<file path="src/rtl/larpix_rx_packet_sorter.sv">
// Receive-side packet sorter for the LArPix PISO UART: unloads each word, checks
// odd parity, classifies the declare field and buffers packets in a FWFT FIFO.
module larpix_rx_packet_sorter #(
   parameter int WIDTH           = 64,
   parameter int FIFO_DEPTH      = 16,
   parameter int CNT_WIDTH       = 16,
   parameter bit DROP_BAD_PARITY = 1'b0
) (
   input  logic                          clk,
   input  logic                          reset_n,
   input  logic [WIDTH-1:0]              rx_data,
   input  logic                          rx_empty,
   input  logic                          uart_parity_error,
   output logic                          uld_rx_data,
   output logic [WIDTH-1:0]              pkt_data,
   output logic [1:0]                    pkt_type,
   output logic                          pkt_parity_ok,
   output logic                          pkt_valid,
   input  logic                          pkt_ready,
   output logic [$clog2(FIFO_DEPTH):0]   fifo_count,
   output logic [CNT_WIDTH-1:0]          good_cnt,
   output logic [CNT_WIDTH-1:0]          parity_err_cnt,
   output logic [CNT_WIDTH-1:0]          invalid_cnt,
   output logic [CNT_WIDTH-1:0]          overflow_cnt,
   input  logic                          clear_counters
);

   localparam int AW = $clog2(FIFO_DEPTH);
   localparam int EW = WIDTH + 3;
   localparam logic [AW:0] FULL_CNT = (AW+1)'(FIFO_DEPTH);

   localparam logic [2:0] S_IDLE    = 3'd0;
   localparam logic [2:0] S_UNLOAD  = 3'd1;
   localparam logic [2:0] S_CAPTURE = 3'd2;
   localparam logic [2:0] S_CHECK   = 3'd3;
   localparam logic [2:0] S_PUSH    = 3'd4;
   localparam logic [2:0] S_WAIT    = 3'd5;

   logic [2:0]       state;
   logic [WIDTH-1:0] w_q;
   logic             uerr_q;
   logic             par_ok_q;

   always_ff @(posedge clk) begin
      if (!reset_n) begin
         state       <= S_IDLE;
         uld_rx_data <= 1'b0;
         w_q         <= '0;
         uerr_q      <= 1'b0;
         par_ok_q    <= 1'b0;
      end else begin
         uld_rx_data <= 1'b0;
         case (state)
            S_IDLE: begin
               if (!rx_empty) begin
                  state       <= S_UNLOAD;
                  uld_rx_data <= 1'b1;
               end
            end
            S_UNLOAD:  state <= S_CAPTURE;
            S_CAPTURE: begin
               w_q    <= rx_data;
               uerr_q <= uart_parity_error;
               state  <= S_CHECK;
            end
            S_CHECK: begin
               par_ok_q <= (w_q[WIDTH-1] == ~^w_q[WIDTH-2:0]) & ~uerr_q;
               state    <= S_PUSH;
            end
            S_PUSH: state <= S_WAIT;
            S_WAIT: if (rx_empty) state <= S_IDLE;
            default: state <= S_IDLE;
         endcase
      end
   end

   // Decision rules in priority order: invalid declare, parity, overflow, push.
   logic in_push, inv_ev, par_ev, drop_par, pop, full, ovf_ev, push, good_ev;

   always_comb begin
      in_push  = (state == S_PUSH);
      inv_ev   = in_push & (w_q[1:0] == 2'b00);
      par_ev   = in_push & ~inv_ev & ~par_ok_q;
      drop_par = par_ev & DROP_BAD_PARITY;
      pop      = pkt_valid & pkt_ready;
      full     = (fifo_count == FULL_CNT);
      ovf_ev   = in_push & ~inv_ev & ~drop_par & full & ~pop;
      push     = in_push & ~inv_ev & ~drop_par & ~ovf_ev;
      good_ev  = push & par_ok_q;
   end

   logic [EW-1:0] mem [FIFO_DEPTH];
   logic [AW-1:0] wr_ptr, rd_ptr;
   logic [EW-1:0] head;

   always_ff @(posedge clk) begin
      if (reset_n && push) mem[wr_ptr] <= {w_q, w_q[1:0], par_ok_q};
   end

   always_ff @(posedge clk) begin
      if (!reset_n) begin
         wr_ptr     <= '0;
         rd_ptr     <= '0;
         fifo_count <= '0;
      end else begin
         if (push) wr_ptr <= wr_ptr + 1'b1;
         if (pop)  rd_ptr <= rd_ptr + 1'b1;
         case ({push, pop})
            2'b10:   fifo_count <= fifo_count + 1'b1;
            2'b01:   fifo_count <= fifo_count - 1'b1;
            default: fifo_count <= fifo_count;
         endcase
      end
   end

   // Head outputs read as zero while empty so they are defined after reset.
   always_comb begin
      pkt_valid     = (fifo_count != '0);
      head          = mem[rd_ptr];
      pkt_data      = pkt_valid ? head[EW-1:3] : '0;
      pkt_type      = pkt_valid ? head[2:1]    : 2'b00;
      pkt_parity_ok = pkt_valid ? head[0]      : 1'b0;
   end

   function automatic logic [CNT_WIDTH-1:0] sat_inc(input logic [CNT_WIDTH-1:0] c,
                                                    input logic inc);
      return (inc && (c != '1)) ? c + 1'b1 : c;
   endfunction

   always_ff @(posedge clk) begin
      if (!reset_n || clear_counters) begin
         good_cnt       <= '0;
         parity_err_cnt <= '0;
         invalid_cnt    <= '0;
         overflow_cnt   <= '0;
      end else begin
         good_cnt       <= sat_inc(good_cnt, good_ev);
         parity_err_cnt <= sat_inc(parity_err_cnt, par_ev);
         invalid_cnt    <= sat_inc(invalid_cnt, inv_ev);
         overflow_cnt   <= sat_inc(overflow_cnt, ovf_ev);
      end
   end

endmodule

</file>
<file path="config.mk">
export PLATFORM = sky130hd
export DESIGN_NAME = larpix_rx_packet_sorter
export DESIGN_NICKNAME = d
export VERILOG_FILES = /design/src/rtl/larpix_rx_packet_sorter.sv
export SDC_FILE = /design/constraint.sdc
export NUM_CORES = 1
export LEC_CHECK = 0
export BUFFER_PORTS_ARGS = -buffer_cell sky130_fd_sc_hd__clkbuf_2
export CORE_ASPECT_RATIO = 1.75
export CORE_UTILIZATION = 35
export DETAILED_ROUTE_END_ITERATION = 6
export PLACE_DENSITY = 0.53
export REMOVE_ABC_BUFFERS = 1
export SLEW_MARGIN = 20
export SYNTH_ARGS = -nofsm -noshare
export SYNTH_HDL_FRONTEND = slang
export SYNTH_SLANG_ARGS = --single-unit
export TNS_END_PERCENT = 1
</file>
<file path="constraint.sdc">
create_clock -name clk -period 6.6 [get_ports clk]
set_input_delay 0.33 -clock clk [delete_from_list [all_inputs] [get_ports clk]]
set_output_delay 0.33 -clock clk [all_outputs]
set_load 0.005 [all_outputs]
</file>
==> metrics.md <==
| Metric | Value |
|---|---|
| Outcome | complete, but fails checks |
| Failing checks | hold timing |
| Fin area | 0.05406 sq mm |
| Overall Power | 17.95 mW |
| Reg2reg start | w_q[1]$_SDFFE_PN0P_ |
| Inst Count DP | 4144 |
| Post-Syn Area | 0.04629 sq mm |
| CTS sink cnt | 1191 |
| Slew Viols, Final | 0 |
| Die X-Extent | 276.9 microns |
| P per Cell Area | 332.0 mW/mm^2 |
| Slowest stage delay, CP | 0.87 ns |
| #FFs+latches synth | 1191 |
| HP Class | input pin to flip-flop |
| Synth Area in Simple Gates | 4.557% |
| Min Tclk post-route | 4.076 ns |
| Final Hold Vio Count | 1 |
| Xor-xnor portion of the synthesized cell area | 2.495% |
| Core area | 0.1312 sq mm |
| Top FF cell, synth | edfxtp_1 |
| # fillers | 11640 |
| Area growth, synth to finish | 16.78% |
| Worst-Margin Slew | 0.9904 ns |
| CTS root buf | clkbuf_16 |
| Largest delay contributor family on the critical path | simple AND/OR/NAND/NOR gates |
| Nets | 2715 |
| Max cap viols | 0 |
| Fin cells | 4419 |
| CTS buffer count | 108 |
| Min-delay src | rx_data[1] |
| Setup_tns | 0 ns |
| Synth Area in Compound Gates | 1.511% |
| Critical-path top delay cell | nor2_4 |
| Hold-fix buffers at CTS | 66 |
| Routed WL | 110300 microns |
| Critical Path RT | 6.98 ns |
| Period utilisation layout | 61.76% |
| Num ports | 208 |
| Routed via count | 22580 |
| Dpl cell area | 0.04959 sq mm |
| Row cnt | 176 |
| Synth warn | 0 |
| Worst setup EP type | flip-flop |
| GPL Wtd Cong | 0.7614 |
| Worst EP arrival | 4.45 ns |
| Cell mode on critical path | buf_4 |
| Lkg Pwr | 17.14 nW |
| Worst-Skew Late Latency | 0.72 ns |
| Initial antenna violation count | 4 |
| Rel. slew slack | 33.82% |
| CTS tree | yes |
| Post-synth EDFFs | 1040 |
| GRT Util Overall | 16.70% |
| Routed length per placed instance | 24.96 microns |
| CP Cell Sequence | inv_1, ha_1, or4b_4, a21oi_1, buf_4, nand3_1, nor2_4, buf_4 |
| Fmax | 245.3 MHz |
| Final setup fails | 0 |
| Synth cell types | 48 |
| Layout cell share with drive strength beyond 1 | 28.43% |
| CP Max Fanout | 27 |
| Register area share after synthesis | 73.99% |
| Worst setup startpoint | w_q[1]$_SDFFE_PN0P_ |
| Critical path class | flip-flop to flip-flop |
| Starting DRT DRC Count | 1610 |
| Post-synthesis async set-or-reset flop share | 0% |
| Final core occ | 41.19% |
| Startpoint types | flip-flop |
| Clk slew on worst S/H paths | 0.06 ns |
| Fin Hold WS | -0.01046 ns |
| Drt drc | 0 |
| Vias in the first global route | 24500 |
| Mux cell area share after synthesis | 15.92% |
| Htree depth | 3 |
| Full die area | 0.1338 sq mm |
| Initial Util | 35.27% |
| DP Wirelength | 64910 microns |
| Clk buf depth | 3 |
| Postcts setup bufs | 0 |
| RSZ-0062 raised after global routing | no |
| Clock Skew | 0.02060 ns |
| Syn avg cell area | 19.94 sq um |
| First-pass GRT wire length | 164700 microns |
| Post-DRT Antenna Nets | 0 |
| Adder-Cell Fraction of Synth Area | 0.3946% |
| # resized after CTS | 0 |
| # port buffers | 207 |
| Gr ovfl total | 0 |
| Die Height | 483.1 microns |
| Largest net degree at the start of global routing | 107 |
| Pre-antenna DRT Iters | 5 |
| Peak VDD IR | 0.0002648 V |
| Crit path buffers/inverters | 3 |
| Via-to-Cell Ratio | 5.110 |
| Syn Inst Count | 2322 |
| Largest family of logic cells by synthesized area | multiplexers |
[flip-flops by register name (all words and copies together) (netlist names), named ones only]
register and count:
good_cnt 16, mem 1040, uerr_q 1, par_ok_q 1, parity_err_cnt 16, rd_ptr 4, wr_ptr 4, uld_rx_data 1
state 3, overflow_cnt 16, fifo_count 5, w_q 64, invalid_cnt 16
[final timing paths]
| path | slack [ns] | cells past startpoint | to |
|---|---|---|---|
| max | 2.52 | 8 | mem[12][25]$_DFFE_PP_ |
| min | -0.01 | 3 | w_q[1]$_SDFFE_PN0P_ |
| max reg2reg | 2.52 | 8 | mem[12][25]$_DFFE_PP_ |
| min reg2reg | 0.48 | 2 | uerr_q$_SDFFE_PN0P_ |
[cells in the mapped netlist (all sizes together), types with 7 or more instances]
| cell type | n | area [sq um] |
|---|---|---|
| nand3 | 33 | 165.2 |
| nor3 | 7 | 35.03 |
| a21boi | 69 | 518.0 |
| mux4 | 325 | 7320 |
| xor2 | 50 | 437.9 |
| nand2 | 168 | 630.6 |
| buf | 35 | 175.2 |
| clkbuf | 82 | 307.8 |
| dfxtp | 151 | 3023 |
| or3 | 7 | 43.79 |
| nor2 | 90 | 337.8 |
| edfxtp | 1040 | 31230 |
| nand4 | 22 | 137.6 |
| a21oi | 8 | 40.04 |
| and2 | 74 | 462.9 |
| ha | 13 | 162.7 |
| and4 | 8 | 70.07 |
| and3 | 11 | 68.82 |
| inv | 11 | 41.29 |
| xnor2 | 69 | 604.3 |
[worst reg2reg max path, cell delays in order (launching register included)]
cell and delay (ns):
dfxtp_1 0.66, inv_1 0.19, ha_1 0.27, or4b_4 0.54, a21oi_1 0.14, buf_4 0.20
nand3_1 0.34, nor2_4 0.87, buf_4 0.47
[logic make-up after synthesis]
family / Yosys count
xor+xnor: 124
compound gates: 95
mux: 330
flops: 1191
buf+inv: 128
simple gates: 440
fa+ha+maj: 14
[report_power, final]
part	internal [mW]	switching (mW)
logic	1.39	1.44
clock network	3.81	2.80
registers	8.29	0.231
total	13.5	4.47
[metal layers]
layer	part of all wire (%)	routed length (microns)	GRT usage [%]
met1	41	45310	21.25
met2	51	56210	28.75
met3	6.0	6634	3.473
met4	2.0	2155	4.654
met5	0	0	0
[final cells by class]
cell class | count | area, sq um | share of cell area, %
sequential | 1191 | 34270 | 63.39
multi-input combinational | 1003 | 11660 | 21.56
clock buffer | 152 | 3073 | 5.684
timing repair buffer | 316 | 2223 | 4.113
tap | 1691 | 2116 | 3.914
clock inverter | 53 | 678.2 | 1.254
inverter | 11 | 41.29 | 0.07638
antenna | 2 | 5.005 | 0.009258
[per-stage QoR]
stage          hold WS [ns]  worst slack [ns]
2_1_floorplan        0.4071            -5.648
5_1_grt            0.006625             2.237
6_report           -0.01046             2.524
4_1_cts            0.005858             2.361
3_3_place_gp         0.4596             2.600
3_5_place_dp         0.4812             2.426
[cells in the final DEF (no fill, tap or decap), drive strengths merged, types with 5 or more instances in the layout]
master | netlist | final
a21boi | 69 | 69
a21oi | 8 | 8
and2 | 74 | 74
and3 | 11 | 11
and4 | 8 | 8
buf | 35 | 44
bufinv | 0 | 14
clkbuf | 82 | 358
clkinv | 0 | 32
dfxtp | 151 | 151
dlygate4sd3 | 0 | 66
edfxtp | 1040 | 1040
ha | 13 | 13
inv | 11 | 14
mux2i | 5 | 5
mux4 | 325 | 325
nand2 | 168 | 168
nand3 | 33 | 33
nand4 | 22 | 22
nor2 | 90 | 90
nor3 | 7 | 7
o21ai | 5 | 5
or3 | 7 | 7
xnor2 | 69 | 69
xnor3 | 5 | 5
xor2 | 50 | 50
No activity file was read; power rests on OpenSTA's default activity.
